### src/rtl/somador_pkg.sv
// Shared types and sizing helpers for the sequential adder/subtractor.
package somador_pkg;

    typedef enum logic [1:0] {
        IDLE = 2'd0,
        CALC = 2'd1,
        DONE = 2'd2
    } state_t;

    function automatic int calc_nchunk(input int width, input int chunk);
        return width / chunk;
    endfunction

    // Chunk index width; a single-chunk build still needs a 1-bit index.
    function automatic int calc_idx_w(input int nchunk);
        return (nchunk > 1) ? $clog2(nchunk) : 1;
    endfunction

endpackage

### src/rtl/somador_chunk.sv
// Combinational CHUNK-bit ripple of full adders, time-multiplexed by the top.
module somador_chunk #(
    parameter int CHUNK = 4
) (
    input  logic [CHUNK-1:0] x,
    input  logic [CHUNK-1:0] y,
    input  logic             cin,
    output logic [CHUNK-1:0] sum,
    output logic             cout,
    output logic             c_msb
);

    logic [CHUNK:0] c;

    always_comb begin
        c    = '0;
        sum  = '0;
        c[0] = cin;
        for (int i = 0; i < CHUNK; i++) begin
            sum[i]   = x[i] ^ y[i] ^ c[i];
            c[i+1]   = (x[i] & y[i]) | (c[i] & (x[i] ^ y[i]));
        end
    end

    assign cout  = c[CHUNK];
    assign c_msb = c[CHUNK-1];

endmodule

### src/rtl/somador_subtrator_seq.sv
// Multi-cycle WIDTH-bit add/sub: one CHUNK-bit slice per clock, carry held in a register.
// Handshakes: a transfer happens on a rising edge where valid && ready; ready/valid depend on state only.
module somador_subtrator_seq
    import somador_pkg::*;
#(
    parameter int WIDTH = 16,
    parameter int CHUNK = 4
) (
    input  logic             clk,
    input  logic             rst,
    input  logic             in_valid,
    output logic             in_ready,
    input  logic [WIDTH-1:0] a,
    input  logic [WIDTH-1:0] b,
    input  logic             modo_sub,
    input  logic             cin_inicial,
    output logic             out_valid,
    input  logic             out_ready,
    output logic [WIDTH-1:0] s,
    output logic             cout,
    output logic             ov,
    output logic             zero,
    output logic             neg,
    output logic [1:0]       dbg_state
);

    localparam int NCHUNK = calc_nchunk(WIDTH, CHUNK);
    localparam int IDXW   = calc_idx_w(NCHUNK);

    if ((WIDTH % CHUNK) != 0 || WIDTH < CHUNK) begin : g_param_err
        $error("somador_subtrator_seq: WIDTH must be a non-zero multiple of CHUNK");
    end

    state_t            state, state_nxt;
    logic [IDXW-1:0]   idx;
    logic              carry_q;
    logic [WIDTH-1:0]  a_q, b_q, s_q, s_full;
    logic              cout_q, ov_q, zero_q, neg_q;
    logic [CHUNK-1:0]  a_slice, b_slice, slice_sum;
    logic              slice_cout, slice_cmsb;
    logic              last;

    assign last = (idx == IDXW'(NCHUNK - 1));

    always_comb begin
        a_slice = a_q[int'(idx) * CHUNK +: CHUNK];
        b_slice = b_q[int'(idx) * CHUNK +: CHUNK];
    end

    somador_chunk #(.CHUNK(CHUNK)) u_chunk (
        .x     (a_slice),
        .y     (b_slice),
        .cin   (carry_q),
        .sum   (slice_sum),
        .cout  (slice_cout),
        .c_msb (slice_cmsb)
    );

    // Result with the current chunk merged in, so flags see the completed word on the last edge.
    always_comb begin
        s_full = s_q;
        s_full[int'(idx) * CHUNK +: CHUNK] = slice_sum;
    end

    always_ff @(posedge clk) begin
        if (rst) state <= IDLE;
        else     state <= state_nxt;
    end

    always_comb begin
        state_nxt = state;
        case (state)
            IDLE:    if (in_valid)  state_nxt = CALC;
            CALC:    if (last)      state_nxt = DONE;
            DONE:    if (out_ready) state_nxt = IDLE;
            default:                state_nxt = IDLE;
        endcase
    end

    always_ff @(posedge clk) begin
        if (rst) begin
            idx     <= '0;
            carry_q <= 1'b0;
            a_q     <= '0;
            b_q     <= '0;
            s_q     <= '0;
            cout_q  <= 1'b0;
            ov_q    <= 1'b0;
            zero_q  <= 1'b0;
            neg_q   <= 1'b0;
        end else begin
            case (state)
                IDLE: begin
                    if (in_valid) begin
                        a_q     <= a;
                        b_q     <= b ^ {WIDTH{modo_sub}};
                        carry_q <= cin_inicial;
                        idx     <= '0;
                    end
                end
                CALC: begin
                    s_q     <= s_full;
                    carry_q <= slice_cout;
                    idx     <= last ? '0 : idx + 1'b1;
                    if (last) begin
                        cout_q <= slice_cout;
                        ov_q   <= slice_cout ^ slice_cmsb;
                        zero_q <= (s_full == '0);
                        neg_q  <= s_full[WIDTH-1];
                    end
                end
                default: ;
            endcase
        end
    end

    assign in_ready  = (state == IDLE);
    assign out_valid = (state == DONE);
    assign s         = s_q;
    assign cout      = cout_q;
    assign ov        = ov_q;
    assign zero      = zero_q;
    assign neg       = neg_q;
    assign dbg_state = state;

endmodule

### config.mk
export PLATFORM = sky130hd
export DESIGN_NAME = somador_subtrator_seq
export DESIGN_NICKNAME = d
export VERILOG_FILES = /design/src/rtl/somador_pkg.sv /design/src/rtl/somador_chunk.sv /design/src/rtl/somador_subtrator_seq.sv
export SDC_FILE = /design/constraint.sdc
export NUM_CORES = 1
export LEC_CHECK = 0
export BUFFER_PORTS_ARGS = -buffer_cell sky130_fd_sc_hd__clkbuf_2
export CAP_MARGIN = 20
export CORE_MARGIN = 8
export CORE_UTILIZATION = 54
export DETAILED_ROUTE_END_ITERATION = 16
export PLACE_DENSITY = 0.8
export SLEW_MARGIN = 20
export SYNTH_ARGS = -nofsm -noshare
export SYNTH_HDL_FRONTEND = slang
export SYNTH_SLANG_ARGS = --single-unit
### constraint.sdc
create_clock -name clk -period 3.7 [get_ports clk]
set_input_delay 0.37 -clock clk [delete_from_list [all_inputs] [get_ports clk]]
set_output_delay 0.37 -clock clk [all_outputs]
set_load 0.1 [all_outputs]
### Word level (Yosys, flattened, before mapping)

Cells that the tools add are included.

* input bits: 38
* register bits: 57

* reduce and logical (&&, ||, !) cells: 7
* shift operators: 4
* equality and inequality tests: 6
* bitwise operators: 22
* $add $sub $neg: 2
* muxes and demuxes: 10

Operator list (number)
* negator 4 -> 33 bit: 1
* variable shift 4 x 33 -> 16 bit, first input constant: 1
* indexed part select 4 x 33 -> 16 bit: 1
* indexed part select 16 x 5 -> 4 bit: 2
* bitwise mux 16 bit: 1
* zero test 16 bit: 1
* XOR 16 bit: 1
* 2-to-1 mux 2 bit: 5
* XOR 1 bit: 9
* AND 1 bit: 8
* case mux 2 bit (3 select lines): 1
* AND reduction 2 bit: 3
* equality test 2 bit, second input constant: 2
* inequality test 2 bit, second input constant: 2
* bitwise OR 1 bit: 4
* case mux 2 bit (2 select lines): 1
* AND reduction 3 bit: 1
* adder 2 x 1 -> 2 bit, second input constant: 1
* equality test 2 x 1 -> 1 bit, second input constant: 1
* zero test 2 bit: 1
* inequality test 2 x 1 -> 1 bit, second input constant: 1
* case mux 1 bit (2 select lines): 1
* nonzero test 2 bit: 1
* 2-to-1 mux 1 bit: 1

### Depth between registers and ports, before layout

* word-level depth: 12
* gate-level depth with buffers: 13
* gate-level depth less buffers: 12

### Hierarchy

Synthesis repeated with hierarchy kept, for this count alone.

* cell total of the unflattened synthesis: 311
* area total of the unflattened synthesis: 2810.2 um^2

By module, submodules not included
* somador_subtrator_seq: instances 1, cells an instance 299, area each 2700.1 um^2
* somador_chunk: instances 1, cells an instance 12, area each 110.1 um^2

### Worst setup path before layout

OpenSTA, ideal clock, no wires.

* path type: reg-to-reg
* start point: reg idx[0]
* end point: reg zero_q (netlist: zero)
* stages on the path, launching flop included: 14
* path slack: 0.285 ns
* arrival time: 3.298 ns
* required time: 3.583 ns
* path through: dfxtp_1 -> buf_2 -> mux4_2 -> inv_1 -> fa_1 -> inv_1 -> fa_1 -> inv_1 -> fa_1 -> fa_1 -> o221ai_1 -> nor3_1 -> and3_1 -> a32o_1

* word-level cells in the longest chain between the ends: 12
* elaborated cells on any way between the ends: 26

RTL lines
* from (decl): line somador_subtrator_seq.sv:35 `logic [IDXW-1:0] idx;`
* from (signal assigned): line somador_subtrator_seq.sv:104 `idx <= last ? '0 : idx + 1'b1;`
* indexed part select 16 x 5 -> 4 bit, on equally long branches: line somador_subtrator_seq.sv:46, somador_subtrator_seq.sv:47
* XOR 1 bit: line somador_chunk.sv:20, somador_chunk.sv:21
* AND 1 bit: line somador_chunk.sv:21 `c[i+1] = (x[i] & y[i]) | (c[i] & (x[i] ^ y[i]));`
* bitwise OR 1 bit: line somador_chunk.sv:21
* AND 1 bit: line somador_chunk.sv:21
* bitwise OR 1 bit: line somador_chunk.sv:21
* AND 1 bit: line somador_chunk.sv:21
* bitwise OR 1 bit: line somador_chunk.sv:21
* XOR 1 bit: line somador_chunk.sv:20 `sum[i] = x[i] ^ y[i] ^ c[i];`
* indexed part select 4 x 33 -> 16 bit: line somador_subtrator_seq.sv:62 `s_full[int'(idx) * CHUNK +: CHUNK] = slice_sum;`
* bitwise mux 16 bit: line somador_subtrator_seq.sv:62
* zero test 16 bit: line somador_subtrator_seq.sv:108 `zero_q <= (s_full == '0);`
* to (signal assigned): line somador_subtrator_seq.sv:108
* to (decl): line somador_subtrator_seq.sv:38 `logic cout_q, ov_q, zero_q, neg_q;`

Several ways; a longest one is shown, not always the timed one.
A chain may end at the register's enable or synchronous reset.

### Worst setup path after layout

* start point: reg idx[1]
* end point: reg zero_q (netlist: zero)

The elaborated chain is that of the path after synthesis.

==> impl_metrics.env <==
export IMPL_hpwlAfterDp_mm=4.921
export IMPL_fin_crit_ns=3.225
export IMPL_synth_top_cell_area_share=0.4092
export IMPL_fin_util=0.6655
export IMPL_reg2regPathDepth=12
export IMPL_routed_wl_mm=6.675
export IMPL_maxCapViolCount=0
export IMPL_syn_area_per_cell_um2=8.826
export IMPL_yosys_warnings=0
export IMPL_drive_gt1_frac=0.2500
export IMPL_fp_coreArea_mm2=0.005042
export IMPL_cts_buffer_depth=2
export IMPL_yosysSeqAreaShare=0.4092
export IMPL_fmax_mhz=310.1
export IMPL_critPathTopFamily="adder cells"
export IMPL_hold_worst_slack_ns=0.2457
export IMPL_syn_area_mm2=0.002789
export IMPL_die_x_um=87.87
export IMPL_grt_max_degree=57
export IMPL_grt_overflow_total=0
export IMPL_cts_setup_buffers=0
export IMPL_diodes=0
export IMPL_relSlewSlack=0.5794
export IMPL_numCtsBuffers=9
export IMPL_p_total_mw=1.671
export IMPL_vias=2436
export IMPL_rsz0062_at_grt="no"
export IMPL_vias_per_cell=5.462
export IMPL_worst_pin_slew_ns=0.6294
export IMPL_start_kind="flip-flop"
export IMPL_peakVddDrop_mv=0.3044
export IMPL_antenna_found_initial=0
export IMPL_ant_nets=0
export IMPL_final_cells=446
export IMPL_final_common_cell="clkbuf_2"
export IMPL_crit_path_end_kind="flip-flop"
export IMPL_power_frac_seq=0.404
export IMPL_p_comb_frac=0.199
export IMPL_detail_route_iter0_violations=146
export IMPL_r2r_slack_ns=0.47
export IMPL_finalCritPeriodShare=0.8717
export IMPL_synth_area_top_cells="dfxtp_1 41%, mux4_2 6.5%, nor2_1 6.3%"
export IMPL_hold_depth=3
export IMPL_io_pins=62
export IMPL_cp_required_ns=3.94
export IMPL_dp_cells=431
export IMPL_yosys_area_top_type="dfxtp_1"
export IMPL_area_delta_synth_final_pct=20.32
export IMPL_htree_levels=3
export IMPL_clk_pin_slew_ns=0.06
export IMPL_first_pass_iters=5
export IMPL_place_ws_ns=0.5053
export IMPL_cts_resized=0
export IMPL_p_int_mw=1.183
export IMPL_drc_errors=0
export IMPL_row_count=26
export IMPL_final_cell_mix="61 x clkbuf_2, 57 x dfxtp_1, 47 x nor2_1"
export IMPL_tns_ns=0
export IMPL_final_area_mm2=0.003356
export IMPL_synthDistinctLibCells=38
export IMPL_synthesis_nets=364
export IMPL_port_buffers=61
export IMPL_cp_num_buf_inv=3
export IMPL_postCtsHoldBufs=0
export IMPL_leakage_nw=1.380
export IMPL_hold_viol_final=0
export IMPL_swShare=0.2920
export IMPL_dieArea_mm2=0.007720
export IMPL_clkLatencyLatePin_ns=0.34
export IMPL_wl_per_cell_um=14.97
export IMPL_setup_viol=0
export IMPL_cts_tree="yes"
export IMPL_r2r_end="zero"
export IMPL_slew_viol_final=0
export IMPL_slowest_stage="fa_1"
export IMPL_crit_type="flip-flop to flip-flop"
export IMPL_grt_pass1_wl_mm=11.07
export IMPL_whs_endpoint="a_q[11]"
export IMPL_clockPowerShare=0.397
export IMPL_ys_ff_latch=57
export IMPL_r2r_start="idx[1]"
export IMPL_hold_class="input pin to flip-flop"
export IMPL_path_max_fanout=6
export IMPL_synthCells=316
export IMPL_cpPeakStageDelay_ns=0.54
export IMPL_clock_root_buffer="clkbuf_8"
export IMPL_grt_usage=0.1843
export IMPL_crit_chain="mux4_2 -> inv_1 -> fa_1 -> inv_1 -> fa_1 -> inv_1 -> fa_1 -> fa_1 -> o221ai_1 -> nor3_1 -> and3_1 -> a32o_1"
export IMPL_cp_common_cell="fa_1"
export IMPL_cts_sinks=57
export IMPL_fin_nets=420
export IMPL_setup_slack_ns=0.4748
export IMPL_hp_start="a[11]"
export IMPL_arrival_ns=3.46
export IMPL_p_sw_mw=0.4879
export IMPL_outcome="finished clean"
export IMPL_skew_ns=0.006987
export IMPL_die_y_um=87.87
export IMPL_p_per_area_mw_per_mm2=497.9
export IMPL_postPlaceCellArea_mm2=0.003128
export IMPL_gp_congestion=0.9225
export IMPL_num_fill_cells=420
export IMPL_start_util=0.5531
export IMPL_grt_pass1_vias=2377
kinds of logic (layout without fill, tap and decap cells):
| kind of cell | count (synthesis) | count (layout) | synth area share |
|---|---|---|---|
| xor+xnor | 17 | 17 | 0.05339 |
| fa+ha+maj | 10 | 10 | 0.05563 |
| mux | 9 | 9 | 0.06819 |
| simple gates | 117 | 117 | 0.1893 |
| buf+inv | 38 | 98 | 0.05698 |
| compound gates | 68 | 68 | 0.1673 |
| flops | 57 | 57 | 0.4092 |
worst min-delay path, delay by kind of cell:
family	cells	cell delay, ns
simple gates	1	0.04
compound gates	1	0.05
buf+inv	1	0.08
cells in the mapped netlist (all sizes together):
master and count:
nor4bb 1, a31oi 2, ha 6, xnor2 17
inv 16, dfxtp 57, a221oi 1, nor2 47
o211ai 1, o221ai 1, nor4b 2, clkbuf 7
mux4 8, o211a 1, a32oi 1, o22ai 1
a211oi 23, buf 15, and3 1, a32o 1
and2 1, nand2b 2, nand3 4, a41oi 2
a2bb2oi 3, mux2i 1, fa 4, a22oi 5
a2111oi 1, nor3 4, nand2 44, and3b 2
a21oi 25, nor2b 6, nand4bb 1, or3 2
registers in the layout, summed over array words and instances (netlist names):
name / cells
b_q: 16
a_q: 16
idx: 2
neg: 1
ov: 1
s: 16
zero: 1
carry_q: 1
cout: 1
dbg_state: 2
metal layers:
layer	GRT usage	wire [um]	share of wire
met5	0	0	0
met2	0.3098	3329	0.50
met4	0.05781	110	0.016
met3	0.06848	471	0.071
met1	0.2110	2763	0.41
worst max-delay path by stage:
stage | from | end | cells after the start
4_1_cts | idx[1] | zero | 12
5_1_grt | idx[1] | zero | 12
3_5_place_dp | idx[1] | zero | 12
3_3_place_gp | idx[1] | zero | 12
2_1_floorplan | idx[0] | zero | 13
6_report | idx[1] | zero | 12
power groups by stage:
stage          logic [mW]  clock network, mW  registers (mW)
5_1_grt             0.361              0.704           0.680
3_3_place_gp        0.327                  0           0.688
3_5_place_dp        0.331                  0           0.689
4_1_cts             0.332              0.673           0.675
6_report            0.332              0.664           0.675
2_1_floorplan       0.199                  0           0.743
cell type report:
cell class                      instances  area, um2  area share
Clock inverter                          4      76.32     0.02274
Clock buffer                           11      151.4     0.04512
Sequential cell                        57       1141      0.3400
Multi-Input combinational cell        221       1489      0.4437
Inverter                               16      60.06     0.01790
Tap cell                               70      87.58     0.02610
Timing Repair Buffer                   67      350.3      0.1044
Note: power is estimated with default switching activity, not from simulation.
